## src/rtl/uart_rx_ctrl.sv

```systemverilog
// uart_rx_ctrl: framed RS232 receive sequencer with valid/ack byte handoff.
// Finds the start bit, samples each bit mid-period, checks the stop bit and
// flags framing errors and overruns.
// Optional even-parity bit, parity state and parity_err port: define RX_PARITY_EN.
module uart_rx_ctrl #(
    parameter int unsigned CLKS_PER_BIT = 16,
    parameter int unsigned DATA_BITS    = 8
) (
    input  logic                 clk,
    input  logic                 rst,
    input  logic                 rx,
    input  logic                 rd_ack,
    output logic [DATA_BITS-1:0] data_out,
    output logic                 data_valid,
    output logic                 frame_err,
    output logic                 overrun,
    output logic                 busy
`ifdef RX_PARITY_EN
    ,
    output logic                 parity_err
`endif
);

    localparam int unsigned CW = $clog2(CLKS_PER_BIT);
    localparam int unsigned BW = $clog2(DATA_BITS + 1);
    localparam logic [CW-1:0] CNT_HALF = CW'(CLKS_PER_BIT / 2 - 1);
    localparam logic [CW-1:0] CNT_FULL = CW'(CLKS_PER_BIT - 1);
    localparam logic [BW-1:0] IDX_LAST = BW'(DATA_BITS - 1);

    typedef enum logic [2:0] {
        IDLE,
        START,
        DATA,
`ifdef RX_PARITY_EN
        PARITY,
`endif
        STOP,
        WAIT_IDLE
    } state_t;

    state_t               state, state_nx;
    logic                 rx_m, rx_s;
    logic [CW-1:0]        cnt, cnt_nx;
    logic [BW-1:0]        idx, idx_nx;
    logic [DATA_BITS-1:0] shreg, shreg_nx;
    logic                 done, ferr_nx;
`ifdef RX_PARITY_EN
    logic                 perr_nx;
`endif

    assign busy = (state != IDLE);

    // Two-flop synchronizer for the asynchronous line; idles high.
    always_ff @(posedge clk or posedge rst) begin
        if (rst) begin
            rx_m <= 1'b1;
            rx_s <= 1'b1;
        end else begin
            rx_m <= rx;
            rx_s <= rx_m;
        end
    end

    // FSM state, bit timer, bit index and shift register.
    always_ff @(posedge clk or posedge rst) begin
        if (rst) begin
            state <= IDLE;
            cnt   <= '0;
            idx   <= '0;
            shreg <= '0;
        end else begin
            state <= state_nx;
            cnt   <= cnt_nx;
            idx   <= idx_nx;
            shreg <= shreg_nx;
        end
    end

    // Next-state logic: the timer restarts at every sample point.
    always_comb begin
        state_nx = state;
        cnt_nx   = cnt + 1'b1;
        idx_nx   = idx;
        shreg_nx = shreg;
        done     = 1'b0;
        ferr_nx  = 1'b0;
`ifdef RX_PARITY_EN
        perr_nx  = 1'b0;
`endif
        case (state)
            IDLE: begin
                cnt_nx = '0;
                if (!rx_s) state_nx = START;
            end
            START: begin
                if (cnt == CNT_HALF) begin
                    cnt_nx   = '0;
                    idx_nx   = '0;
                    state_nx = rx_s ? IDLE : DATA;
                end
            end
            DATA: begin
                if (cnt == CNT_FULL) begin
                    cnt_nx   = '0;
                    shreg_nx = {rx_s, shreg[DATA_BITS-1:1]};
                    idx_nx   = idx + 1'b1;
                    if (idx == IDX_LAST) begin
`ifdef RX_PARITY_EN
                        state_nx = PARITY;
`else
                        state_nx = STOP;
`endif
                    end
                end
            end
`ifdef RX_PARITY_EN
            PARITY: begin
                if (cnt == CNT_FULL) begin
                    cnt_nx   = '0;
                    perr_nx  = (rx_s != ^shreg);
                    state_nx = STOP;
                end
            end
`endif
            STOP: begin
                if (cnt == CNT_FULL) begin
                    cnt_nx = '0;
                    if (rx_s) begin
                        done     = 1'b1;
                        state_nx = IDLE;
                    end else begin
                        ferr_nx  = 1'b1;
                        state_nx = WAIT_IDLE;
                    end
                end
            end
            WAIT_IDLE: begin
                cnt_nx = '0;
                if (rx_s) state_nx = IDLE;
            end
            default: state_nx = IDLE;
        endcase
    end

    // Byte handoff: deliver on completion, drop with overrun if unread, ack clears.
    always_ff @(posedge clk or posedge rst) begin
        if (rst) begin
            data_out   <= '0;
            data_valid <= 1'b0;
            overrun    <= 1'b0;
            frame_err  <= 1'b0;
`ifdef RX_PARITY_EN
            parity_err <= 1'b0;
`endif
        end else begin
            frame_err <= ferr_nx;
`ifdef RX_PARITY_EN
            parity_err <= perr_nx;
`endif
            if (done && (!data_valid || rd_ack)) begin
                data_out   <= shreg;
                data_valid <= 1'b1;
                overrun    <= 1'b0;
            end else if (done) begin
                overrun <= 1'b1;
            end else if (rd_ack && data_valid) begin
                data_valid <= 1'b0;
                overrun    <= 1'b0;
            end
        end
    end

endmodule

```

## config.mk

```make
export PLATFORM = sky130hd
export DESIGN_NAME = uart_rx_ctrl
export DESIGN_NICKNAME = d
export VERILOG_FILES = /design/src/rtl/uart_rx_ctrl.sv
export SDC_FILE = /design/constraint.sdc
export NUM_CORES = 1
export LEC_CHECK = 0
export BUFFER_PORTS_ARGS = -buffer_cell sky130_fd_sc_hd__buf_2
export CAP_MARGIN = 20
export CORE_MARGIN = 3
export CORE_UTILIZATION = 45
export DETAILED_ROUTE_END_ITERATION = 16
export MAX_ROUTING_LAYER = met4
export PLACE_DENSITY_LB_ADDON = 0.15
export SLEW_MARGIN = 0
export SYNTH_ARGS = -nofsm -noshare
export SYNTH_HDL_FRONTEND = slang
export SYNTH_SLANG_ARGS = --single-unit
export TNS_END_PERCENT = 1
```

## constraint.sdc

```tcl
create_clock -name clk -period 2 [get_ports clk]
set_input_delay 0.6 -clock clk [delete_from_list [all_inputs] [get_ports clk]]
set_output_delay 0.6 -clock clk [all_outputs]
set_load 0.005 [all_outputs]
```

Word level (Yosys, flattened, before mapping)
Cells that the tools add are included.
{"block": "classes", "n_reduce_logical": 15, "n_eq_ne": 14, "muxes": 26, "add_sub_neg": 2}
{"operator": "two-way mux 3 bit", "count": 7}
{"operator": "two-way mux 4 bit", "count": 4}
{"operator": "case mux 3 bit (5 select lines)", "count": 1}
{"operator": "!= test 2 bit (second input constant)", "count": 6}
{"operator": "case mux 4 bit (3 select lines)", "count": 1}
{"operator": "two-way mux 1 bit", "count": 11}
{"operator": "adder 4 x 1 -> 4 bit (second input constant)", "count": 2}
{"operator": "== test 4 x 3 -> 1 bit (second input constant)", "count": 2}
{"operator": "case mux 4 bit (2 select lines)", "count": 1}
{"operator": "== test 3 x 2 -> 1 bit (second input constant)", "count": 2}
{"operator": "AND reduction 6 bit", "count": 1}
{"operator": "nonzero test 3 bit", "count": 2}
{"operator": "== test 4 bit (second input constant)", "count": 1}
{"operator": "AND reduction 2 bit", "count": 2}
{"operator": "nonzero test 2 bit", "count": 2}
{"operator": "OR reduction 2 bit", "count": 2}
{"operator": "== test 3 x 1 -> 1 bit (second input constant)", "count": 1}
{"operator": "== test 3 bit (second input constant)", "count": 1}
{"operator": "zero test 3 bit", "count": 1}
{"operator": "AND reduction 3 bit", "count": 1}
{"operator": "logical AND 1 bit", "count": 2}
{"operator": "two-way mux 2 bit", "count": 1}
{"operator": "!= test 2 x 1 -> 1 bit (second input constant)", "count": 1}
{"operator": "zero test 1 bit", "count": 1}
{"operator": "logical OR 1 bit", "count": 1}
{"block": "word_totals", "output_inout_bits": 12, "regBits": 32, "in_bits": 4}

Longest topological paths before layout
{"block": "logic_depth", "depth_word": 6, "ltp_mapped": 6, "mapped_depth_nobuf": 4}

Least setup slack after synthesis
No wires, ideal clock.
{"block": "synth_path", "kind": "register to output", "startpoint": "reg state[1]", "endpoint": "out busy", "path_stages_with_launch": 3, "arrival_ns": 1.047, "path_slack_ns": 0.353, "path_cell_list": "dfrtp_1 > clkbuf_1 > or3_2"}
{"block": "synth_between", "elab_chain_len": 1}
{"element": "from (decl)", "line": "41", "source": "state_t state, state_nx;"}
{"element": "from (signal assigned)", "line": "72", "source": "state <= state_nx;"}
{"element": "nonzero test 3 bit", "line": "51", "source": "assign busy = (state != IDLE);"}
{"element": "to (decl)", "line": "17", "source": "output logic busy"}
Every way passes these cells.

Final worst setup path
{"block": "layout_path", "startpoint": "reg state[2]", "endpoint": "out busy"}
Same word-level chain as after synthesis.

==> impl_metrics.toml <==
[outcome]
outcome = "complete, no violations"

[timing]
layout_min_cycle_time_ns = 1.87
slew_violations = 0
hold_slack_ns = 0.290
fin_setup_tns_ns = 0
finalClockSkew_ns = 0.00509
worst_slew_pin_slew_ns = 0.542
rsz0062_at_grt = "no"
final_hold_viol_count = 0
max_freq_ghz = 0.534
finalCritPeriodShare = 0.936
finalSetupViolCount = 0
relSlewSlack = 0.638

[detailed_routing]
drc_errors = 0
vias = 938
drt_pass1_iterations = 6
vias_per_cell = 5.18
detail-route-antenna-nets = 0
wl_per_cell_um = 14.0
drtIter0Drc = 20
drt-total-wl_mm = 2.53

[floorplanning]
fp.dieH_um = 62.1
start_util = 0.493
dieWidth_um = 62.1
rows = 19
die_area_um2 = 3860
io_pins = 16
core_area_um2 = 2880

[synthesis]
synthCells = 113
ys_warn_count = 0
synth_seq_cells = 32
synth_ff_type = "dfrtp_1"
synth.distinct_cells = 40
yosys.area.top_type_share = 0.530
synth_enable_flop_cells = 0
synth_area_um2 = 1420
synth_area_per_cell_um2 = 12.5
synth_area_leaders = "dfrtp_1 53%, mux2_1 7.1%, mux2_2 5.6%, dfstp_2 3.7%, a31oi_1 1.8%"
synth_common_cells = "30 x dfrtp_1, 9 x mux2_1, 7 x mux2_2"
syn-num-nets = 119
synth.most_common_cell = "dfrtp_1"
synthArstFlopShare = 1.00
synth_area_leader_cell = "dfrtp_1"
ys_seq_area_frac = 0.567

[global_route]
grt_first_pass_wirelength_mm = 4.28
grt-ovfl-total = 0
grt_pass1_vias = 893
grt_max_degree = 20
antenna_found_initial = 0
grt_usage = 0.145

[critical_path]
reg2reg_slack_ns = 0.13
worstPathArrival_ns = 1.27
endpoint_kind = "primary output"
rr_startpoint = "cnt[0]$_DFF_PP0_"
crit_type = "flip-flop to primary output"
crit_required_ns = 1.40
r2r-end = "data_out[7]$_DFFE_PP0P_"
reg2regPathDepth = 4
timing.critical_path.from_type = "flip-flop"
crit_fanout = 4

[pwr]
p_leak_nw = 0.861
irDropWorstVdd_v = 0.000629
internal-power_w = 0.00122
sw_frac_of_total = 0.270
comb_power_share = 0.220
p_per_area_nw_per_um2 = 985
pwr-share-clk = 0.334
switchingPower_w = 0.000450
p_seq_frac = 0.446

[finish]
final_nets = 144
drive_gt1_frac = 0.353
area_growth_pct = 19.3
antennaDiodeCount = 0

[clocking]
cts_max_path_buffers = 2
cts_num_sinks = 32
cts_buffers = 5
cts_tree = "built"
root_buffer = "clkbuf_4"
ctsHoldBuffers = 0
htreeDepth = 2
clk_latency_ns = 0.33
clkTransAtPathRegs_ns = 0.10

[job]
max_cap_violations = 0

[placed_design]
port-buffer-count = 15
dp_hpwl_mm = 1.71
place_congestion = 0.770

[min_path]
hp-class = "input pin to asynchronous set/reset pin"
[logic make-up (layout without fill, tap and decap cells)]
logic type,Yosys count,in the layout,synth area share
adder cells (fa/ha/maj),2,2,0.0176
AO/OA/AOI/OAI,15,15,0.0777
AND/OR/NAND/NOR,32,32,0.142
XOR/XNOR,3,3,0.0185
flip-flops,32,32,0.567
buffers and inverters,12,38,0.0432
multiplexers,17,17,0.134
[placed cells by master (no fill, tap or decap), types with 3 or more instances in the layout]
cell / netlist / routed
dfrtp_1: 30 / 28
buf_2: 4 / 15
mux2_1: 9 / 9
buf_4: 1 / 9
mux2_2: 7 / 7
nor2_1: 6 / 6
inv_1: 5 / 5
clkbuf_4: 0 / 5
nand2_1: 4 / 4
a31oi_1: 4 / 4
a21oi_1: 4 / 4
nand3_1: 3 / 3
[worst max-delay path: stages, from the launching register on]
cell and delay [ns]:
dfrtp_1 0.43, or3_4 0.38, buf_2 0.13
[power by group through the flow]
stage                     logic [W]  clock network (W)  registers, W
final                      0.000366           0.000556      0.000744
after global routing       0.000414           0.000603      0.000749
after CTS                  0.000290           0.000567      0.000773
after detailed placement   0.000287                  0      0.000782
after global placement     0.000277                  0      0.000779
after floorplan            0.000242                  0      0.000750
[metrics by stage]
stage,util,cell area [um^2],cells,worst slack [ns],total power [W]
2_1_floorplan,-,1420,113,0.353,0.000991
3_3_place_gp,0.540,1550,168,0.184,0.00106
3_5_place_dp,0.540,1550,168,0.140,0.00107
4_1_cts,0.574,1650,176,0.00103,0.00163
5_1_grt,0.588,1690,181,0.0289,0.00177
6_report,0.588,1690,181,0.127,0.00167
[worst max-delay path by stage]
stage / startpoint / cells past startpoint / end
detailed placement: cnt[0]$_DFF_PP0_ / 4 / data_out[2]$_DFFE_PP0P_
floorplan: state[1]$_DFFE_PP0P_ / 2 / busy
CTS: state[1]$_DFFE_PP0P_ / 2 / busy
finish: state[2]$_DFFE_PP0P_ / 2 / busy
global route: cnt[0]$_DFF_PP0_ / 4 / data_out[2]$_DFFE_PP0P_
global placement: cnt[0]$_DFF_PP0_ / 4 / data_out[5]$_DFFE_PP0P_
[layout make-up]
class                   count  area [um^2]
clock inverters             1         30.0
repair buffers             25          163
multi-input cells          69          557
inverters                   5         18.8
well taps                  42         52.6
flip-flops and latches     32          806
fillers                   233         1180
clock buffers               7         65.1
[metal layers]
metal,vias to the layer above,track usage,share of wire
li1,450,-,-
met3,6,0.0378,0.041
met5,-,-,0
met4,0,0.0829,0.017
met1,451,0.192,0.49
met2,31,0.202,0.45
[sequential cells by signal, summed over array words and instances, names as in the netlist]
name / flops
data_out: 8
shreg: 8
cnt: 4
idx: 4
state: 3
data_valid: 1
frame_err: 1
overrun: 1
rx_m: 1
rx_s: 1
[timing repair]
action,CTS,global route
gates resized for setup,2,1
setup endpoints to repair,1,1
buffers inserted,0,5
(Power assumes the default switching activity.)
